$ cat src/rtl/signo_excepciones_pipe.sv
`default_nettype none
// ============================================================================
// Module      : signo_excepciones_pipe
// Description : Pipelined multi-lane sign / special-case resolver for an
//               IEEE-754 multiplier. Per lane it XORs the operand signs and
//               classifies the product as NORMAL, ZERO, INF or NAN, flagging
//               invalid operations. Two registered stages, valid/ready on
//               both sides.
//               Optional macro EXC_CNT_EN adds a saturating counter of
//               invalid events (ports Clr_cnt / Cnt_invalido).
// Revision    : 1.0 - initial release
// ============================================================================
module signo_excepciones_pipe #(
  parameter int EXP_W = 8,
  parameter int MAN_W = 23,
  parameter int LANES = 1,
  parameter int CNT_W = 16
) (
  input  logic                             clk,
  input  logic                             rst_n,
  input  logic [LANES*(1+EXP_W+MAN_W)-1:0] A,
  input  logic [LANES*(1+EXP_W+MAN_W)-1:0] B,
  input  logic                             In_valid,
  output logic                             In_ready,
  output logic [LANES-1:0]                 Signo,
  output logic [2*LANES-1:0]               Clase,
  output logic [LANES-1:0]                 Invalido,
  output logic                             Out_valid,
`ifdef EXC_CNT_EN
  input  logic                             Clr_cnt,
  output logic [CNT_W-1:0]                 Cnt_invalido,
`endif
  input  logic                             Out_ready
);

  localparam int W = 1 + EXP_W + MAN_W;

  localparam logic [1:0] c_NORMAL = 2'b00;
  localparam logic [1:0] c_ZERO   = 2'b01;
  localparam logic [1:0] c_INF    = 2'b10;
  localparam logic [1:0] c_NAN    = 2'b11;

  // Reject a meaningless counter width at elaboration time.
  if (CNT_W < 1) begin : g_cnt_w_check
    $error("CNT_W must be at least 1");
  end

  // Handshake
  logic r_alive;
  logic r_s1_valid;
  logic r_s2_valid;
  logic w_s1_en;
  logic w_s2_en;

  // Operand decode (combinational, from the input ports)
  logic [LANES-1:0] w_a_zero, w_a_inf, w_a_qnan, w_a_snan;
  logic [LANES-1:0] w_b_zero, w_b_inf, w_b_qnan, w_b_snan;
  logic [LANES-1:0] w_sign;

  // Stage 1 registers
  logic [LANES-1:0] r_s1_a_zero, r_s1_a_inf, r_s1_a_qnan, r_s1_a_snan;
  logic [LANES-1:0] r_s1_b_zero, r_s1_b_inf, r_s1_b_qnan, r_s1_b_snan;
  logic [LANES-1:0] r_s1_sign;

  // Stage 2 resolution and registers
  logic [LANES-1:0]   w_res_sign;
  logic [2*LANES-1:0] w_res_cls;
  logic [LANES-1:0]   w_res_inv;
  logic [LANES-1:0]   r_signo;
  logic [2*LANES-1:0] r_cls;
  logic [LANES-1:0]   r_inv;

  // A stage may load when it is empty or when the stage after it drains.
  assign w_s2_en   = ~r_s2_valid | Out_ready;
  assign w_s1_en   = ~r_s1_valid | w_s2_en;
  assign In_ready  = w_s1_en & r_alive;
  assign Out_valid = r_s2_valid;
  assign Signo     = r_signo;
  assign Clase     = r_cls;
  assign Invalido  = r_inv;

  // Per-lane field extraction and operand classification.
  for (genvar i = 0; i < LANES; i++) begin : g_dec
    logic [EXP_W-1:0] w_a_exp, w_b_exp;
    logic [MAN_W-1:0] w_a_frac, w_b_frac;

    assign w_a_exp  = A[i*W+MAN_W +: EXP_W];
    assign w_b_exp  = B[i*W+MAN_W +: EXP_W];
    assign w_a_frac = A[i*W +: MAN_W];
    assign w_b_frac = B[i*W +: MAN_W];

    // exp==0 is ZERO regardless of fraction: denormals flush to zero.
    assign w_a_zero[i] = ~|w_a_exp;
    assign w_a_inf[i]  = (&w_a_exp) & ~|w_a_frac;
    assign w_a_qnan[i] = (&w_a_exp) & w_a_frac[MAN_W-1];
    assign w_a_snan[i] = (&w_a_exp) & ~w_a_frac[MAN_W-1] & (|w_a_frac);

    assign w_b_zero[i] = ~|w_b_exp;
    assign w_b_inf[i]  = (&w_b_exp) & ~|w_b_frac;
    assign w_b_qnan[i] = (&w_b_exp) & w_b_frac[MAN_W-1];
    assign w_b_snan[i] = (&w_b_exp) & ~w_b_frac[MAN_W-1] & (|w_b_frac);

    assign w_sign[i] = A[i*W+W-1] ^ B[i*W+W-1];
  end

  // Input acceptance is held off until the first clock after reset release.
  always_ff @(posedge clk or negedge rst_n) begin
    if (!rst_n) r_alive <= 1'b0;
    else        r_alive <= 1'b1;
  end

  // Stage 1: capture operand classes and the raw product sign.
  always_ff @(posedge clk or negedge rst_n) begin
    if (!rst_n) begin
      r_s1_valid  <= 1'b0;
      r_s1_a_zero <= '0;
      r_s1_a_inf  <= '0;
      r_s1_a_qnan <= '0;
      r_s1_a_snan <= '0;
      r_s1_b_zero <= '0;
      r_s1_b_inf  <= '0;
      r_s1_b_qnan <= '0;
      r_s1_b_snan <= '0;
      r_s1_sign   <= '0;
    end else if (w_s1_en) begin
      r_s1_valid <= In_valid & r_alive;
      if (In_valid & r_alive) begin
        r_s1_a_zero <= w_a_zero;
        r_s1_a_inf  <= w_a_inf;
        r_s1_a_qnan <= w_a_qnan;
        r_s1_a_snan <= w_a_snan;
        r_s1_b_zero <= w_b_zero;
        r_s1_b_inf  <= w_b_inf;
        r_s1_b_qnan <= w_b_qnan;
        r_s1_b_snan <= w_b_snan;
        r_s1_sign   <= w_sign;
      end
    end
  end

  // Resolve the product class per lane; earlier rules win over later ones.
  always_comb begin
    w_res_sign = '0;
    w_res_cls  = '0;
    w_res_inv  = '0;
    for (int i = 0; i < LANES; i++) begin
      if (r_s1_a_snan[i] | r_s1_b_snan[i]) begin
        w_res_cls[2*i +: 2] = c_NAN;
        w_res_inv[i]        = 1'b1;
      end else if (r_s1_a_qnan[i] | r_s1_b_qnan[i]) begin
        w_res_cls[2*i +: 2] = c_NAN;
      end else if ((r_s1_a_zero[i] & r_s1_b_inf[i]) |
                   (r_s1_a_inf[i] & r_s1_b_zero[i])) begin
        w_res_cls[2*i +: 2] = c_NAN;
        w_res_inv[i]        = 1'b1;
      end else if (r_s1_a_inf[i] | r_s1_b_inf[i]) begin
        w_res_cls[2*i +: 2] = c_INF;
      end else if (r_s1_a_zero[i] | r_s1_b_zero[i]) begin
        w_res_cls[2*i +: 2] = c_ZERO;
      end else begin
        w_res_cls[2*i +: 2] = c_NORMAL;
      end
      // NaN results are always the canonical positive quiet NaN.
      w_res_sign[i] = (w_res_cls[2*i +: 2] == c_NAN) ? 1'b0 : r_s1_sign[i];
    end
  end

  // Stage 2: register the resolved result; holds while stalled downstream.
  always_ff @(posedge clk or negedge rst_n) begin
    if (!rst_n) begin
      r_s2_valid <= 1'b0;
      r_signo    <= '0;
      r_cls      <= '0;
      r_inv      <= '0;
    end else if (w_s2_en) begin
      r_s2_valid <= r_s1_valid;
      if (r_s1_valid) begin
        r_signo <= w_res_sign;
        r_cls   <= w_res_cls;
        r_inv   <= w_res_inv;
      end
    end
  end

`ifdef EXC_CNT_EN
  localparam int PC_W  = $clog2(LANES + 1);
  localparam int SUM_W = CNT_W + PC_W;

  logic [PC_W-1:0]  w_pop;
  logic [SUM_W-1:0] w_sum;
  logic [CNT_W-1:0] w_cnt_nxt;
  logic [CNT_W-1:0] r_cnt;

  // Number of lanes flagging an invalid operation in the current output.
  always_comb begin
    w_pop = '0;
    for (int i = 0; i < LANES; i++) begin
      w_pop = w_pop + PC_W'(r_inv[i]);
    end
  end

  // The sum is kept one popcount wider so saturation can be detected.
  assign w_sum     = SUM_W'(r_cnt) + SUM_W'(w_pop);
  assign w_cnt_nxt = (w_sum > SUM_W'({CNT_W{1'b1}})) ? {CNT_W{1'b1}}
                                                     : w_sum[CNT_W-1:0];

  // Saturating invalid-event counter; a clear beats a simultaneous increment.
  always_ff @(posedge clk or negedge rst_n) begin
    if (!rst_n)                       r_cnt <= '0;
    else if (Clr_cnt)                 r_cnt <= '0;
    else if (r_s2_valid & Out_ready)  r_cnt <= w_cnt_nxt;
  end

  assign Cnt_invalido = r_cnt;
`endif

endmodule
`default_nettype wire
$ cat config.mk
export PLATFORM = sky130hd
export DESIGN_NAME = signo_excepciones_pipe
export DESIGN_NICKNAME = d
export VERILOG_FILES = /design/src/rtl/signo_excepciones_pipe.sv
export SDC_FILE = /design/constraint.sdc
export NUM_CORES = 1
export LEC_CHECK = 0
export ABC_AREA = 1
export CORE_MARGIN = 4
export CORE_UTILIZATION = 36
export CTS_CLUSTER_DIAMETER = 50
export DETAILED_ROUTE_END_ITERATION = 10
export PLACE_DENSITY = 0.85
export SLEW_MARGIN = 5
export SYNTH_ARGS = -nofsm -noshare
export SYNTH_HDL_FRONTEND = slang
export SYNTH_SLANG_ARGS = --single-unit
$ cat constraint.sdc
create_clock -name clk -period 2.36 [get_ports clk]
set_input_delay 0.59 -clock clk [delete_from_list [all_inputs] [get_ports clk]]
set_output_delay 0.59 -clock clk [all_outputs]
set_load 0.05 [all_outputs]
# ---- Word-level counts from Yosys, hierarchy flattened
# Index checks and enable logic that the tools add are counted.
dict set report word_totals {
  regBits 16
  output_inout_bits 6
  word_cells 61
  in_bits 68
}
dict set report op_classes {
  n_mux 9
  n_reduce_logical 12
  bitwise_logic 24
  n_eq_ne 1
}
# operator count
set ops {}
lappend ops {{OR reduction 23 bit} 2}
lappend ops {{AND reduction 8 bit} 2}
lappend ops {{OR reduction 8 bit} 2}
lappend ops {{bitwise AND 1 bit} 12}
lappend ops {{two-way mux 2 bit} 4}
lappend ops {{bitwise OR 1 bit} 7}
lappend ops {{two-way mux 1 bit} 5}
lappend ops {{zero test 1 bit} 4}
lappend ops {{inverter 1 bit} 4}
lappend ops {{AND reduction 2 bit} 2}
lappend ops {{equality test 2 bit, second input constant} 1}
lappend ops {{bitwise XOR 1 bit} 1}

# ---- Longest topological paths before layout
dict set report depth {
  ltp_word 8
  mapped_depth 7
  mapped_depth_nobuf 7
}

# ---- Worst setup path after synthesis
# OpenSTA, ideal clock, no wires.
dict set report synth_path {
  path_kind {reg-to-output}
  startpoint {register r_s2_valid (netlist: Out_valid)}
  endpoint {output port In_ready}
  required_time_ns 1.770
  n_path_buf 0
  t_arrival_ns 1.164
  stages_incl_launch_ff 4
  setup_slack_ns 0.606
  path_cell_list {dfrtp_1 nand3_4 nand2_1 inv_1}
}
dict set report synth_via {
  elab_chain_len 4
}
# item line
set synth_lines {}
lappend synth_lines {{start: declaration} 51} ;# logic r_s2_valid;
lappend synth_lines {{start signal: assignment} 176} ;# r_s2_valid <= r_s1_valid;
lappend synth_lines {{inverter 1 bit} 74} ;# assign w_s2_en = ~r_s2_valid | Out_ready;
lappend synth_lines {{bitwise OR 1 bit} 74}
lappend synth_lines {{bitwise OR 1 bit} 75} ;# assign w_s1_en = ~r_s1_valid | w_s2_en;
lappend synth_lines {{bitwise AND 1 bit} 76} ;# assign In_ready = w_s1_en & r_alive;
lappend synth_lines {{end: declaration} 24} ;# output logic In_ready,
# Every way passes these cells.

# ---- Worst setup path after layout
dict set report layout_path {
  startpoint {register r_s2_valid (netlist: Out_valid)}
  endpoint {output port Out_valid}
}
# item line
set layout_rtl {}
lappend layout_rtl {{end: declaration} 28} ;# output logic Out_valid,
# No word-level cell between the ends.

==> impl_results.md <==
- RSZ-0062 raised after global routing: false
- Worst slew pin tran: 0.668 ns
- Post-Syn Nets: 222
- Clock Sinks: 16
- Global-route wire length before repair: 4170 um
- HPWL after detailed placement: 2250 um
- IO Pins: 74
- Vias: 1,164
- Clock Pin Slew Worst Setup and Hold Paths: 0.08 ns
- Met2 usage: 27.5%
- Post-CTS Resized: 0
- Vias per inst: 4.49
- Peak Freq: 0.458 GHz
- Nets@finish: 299
- CTS hold repair buffers: 0
- Startpoint Class: register
- Fillers: 234
- Final Hold Vio Count: 0
- Number of synthesized register bits: 16
- Total CTS buffers: 3
- Synthesized area per cell: 6.52 um^2
- Static leakage: 0.000764 uW
- Power per cell area: 419 mW/mm^2
- Mapped Area: 0.00100 mm^2
- Global Route met3 Usage: 2.98%
- CP Capture Type: output port
- Outcome: finished clean
- Hold path startpoint: r_s1_sign
- Die span in y: 60.8 um
- Setup-failing EPs final: 0
- Final worst slack: 0.178 ns
- Die Width: 60.8 um
- Remaining DRCs: 0
- CP bufs+invs: 1
- Crit-path slowest cell: clkdlybuf4s50_1
- Initial antenna violation count: 0
- Remaining global-route overflow: 0
- Setup TNS: 0 ns
- Post-Syn Instances: 154
- Layout Skew: 0.00267 ns
- Yosys cell types: 18
- Dpl ws: 0.213 ns
- Layout Area Growth over Synthesis: 78.2%
- Min-Delay Endpoint: r_s1_sign
- Register Area: 400 um^2
- Gr busiest metal: met2
- Max reg flops: 2
- Gr usage total: 14.8%
- Per-cell routed wire length: 9.59 um
- Top cells by area, synth: dfrtp_1 40%, nand2_1 21%, nor2_1 19%, nand3_4 3.5%, inv_1 3.0%
- Placed cell count: 256
- ANT cells: 0
- Most common cell after layout, fill and taps aside: clkdlybuf4s50_1
- Routed WL: 2480 um
- Path type of the worst setup path: reg -> out
- Min Hold Slack: 0.495 ns
- Initial DRC count: 28
- Drt first pass iters: 4
- Starting Density: 39.1%
- Tcrit/Tclk final: 92.4%
- Synthesis Warnings: 0
- Delay-heaviest family, CP: buffers and inverters
- CTS Root Cell: clkbuf_4
- Largest net degree at the start of global routing: 18
- Post-layout util: 69.7%
- Sequential area share after synthesis: 39.9%
- Placeable Area: 0.00257 mm^2
- Tmin final: 2.18 ns
- Crit Reg-Reg Endpoint: r_s1_a_inf
- Yosys top cell area share: 39.9%
- Max-slew headroom: 55.3%
- CTS H-tree lvls: 1
- Max-capacitance violation count: 0
- CTS tree: yes
- Clock Latency Late Sink: 0.28 ns
- Ratio of cells with drive above 1 in the final layout: 3.93%
- Critical Path, Cell by Cell: clkdlybuf4s50_1
- Port bufs: 73
- Area occupied by multi-input gates: 559 um^2
- Post-synth top area cell: dfrtp_1
- Met1 usage: 16.1%
- FF-to-FF Start: Out_valid
- Postcts setup bufs: 0
- Die Area: 0.00370 mm^2
- R2R Setup Slk: 1.24 ns
- Most frequent cells in the layout: 72 x clkdlybuf4s50_1, 55 x nand2_1, 52 x nor2_1, 16 x dfrtp_1, 8 x inv_1
- Class of the worst hold path: reg -> reg
- Reg2Reg Depth: 5
- Hold-critical path depth: 2
- Maximum root-to-sink buffer count: 2
- Pins over their slew limit: 0
- Max VDD drop: 0.405 mV
- CP max stage delay: 0.84 ns
- Final Non-Filler Cells: 259
- ANT nets after route: 0
- CP Data Required Time: 1.77 ns
- Number of global-route vias before repair: 1,120
- Worst path arrival time: 1.59 ns
- FP Rows: 18
- GPL Wtd Cong: 0.708
- CP Max Fanout: 4
where the power goes:
group,switching (uW),internal [uW]
sequential,16.7,298
clock,78.4,59.2
combinational,139,158
synth_stat cells:
| cell type | number |
|---|---|
| a21oi_4 | 1 |
| o21ai_2 | 1 |
| conb_1 | 1 |
| xnor2_1 | 1 |
| dfrtp_1 | 16 |
| nor3_1 | 2 |
| a31oi_1 | 2 |
| a21oi_1 | 1 |
| inv_1 | 8 |
| nand4_1 | 1 |
| nand3_1 | 5 |
| nand2_1 | 55 |
| buf_8 | 1 |
| o21ai_0 | 3 |
| nor2_1 | 52 |
| nand2_2 | 1 |
| o21ai_1 | 1 |
| nand3_4 | 2 |
how the worst max path moves through the flow:
stage	end	startpoint	slack, ns	cells past startpoint
6_report	Out_valid	Out_valid	0.18	1
5_1_grt	Out_valid	Out_valid	0.12	1
4_1_cts	Out_valid	Out_valid	0.17	1
3_5_place_dp	In_ready	Out_ready	0.21	6
3_3_place_gp	In_ready	Out_ready	0.24	6
2_1_floorplan	In_ready	Out_valid	0.61	3
per-stage QoR:
stage / instance area (um^2) / power [uW]
after floorplan: 1000 / 451
after global placement: 1770 / 616
after detailed placement: 1770 / 620
after CTS: 1790 / 757
after global routing: 1790 / 798
final: 1790 / 749
layout make-up:
class | instances | share of cell area (%)
repair buffers | 73 | 41.4
multi-input cells | 129 | 31.2
flip-flops and latches | 16 | 22.4
well taps | 30 | 2.10
inverters | 8 | 1.68
clock buffers | 3 | 1.26
per-layer routing:
metal / share of wire (%) / wire length [um]
met1: 38 / 953
met2: 50 / 1250
met3: 9.5 / 235
met4: 1.7 / 41
met5: 0 / 0
logic make-up (layout without fill, tap and decap cells):
| logic type | count (synthesis) | count (layout) | share of synthesized area (%) |
|---|---|---|---|
| DFF | 16 | 16 | 39.9 |
| other | 1 | 1 | 0.373 |
| xor gates and xnor gates | 1 | 1 | 0.872 |
| buffers and inverters | 9 | 84 | 4.48 |
| and+or+nand+nor | 118 | 118 | 48.2 |
| AOI/OAI and AO/OA | 9 | 9 | 6.23 |
No activity file was read; power rests on OpenSTA's default activity.
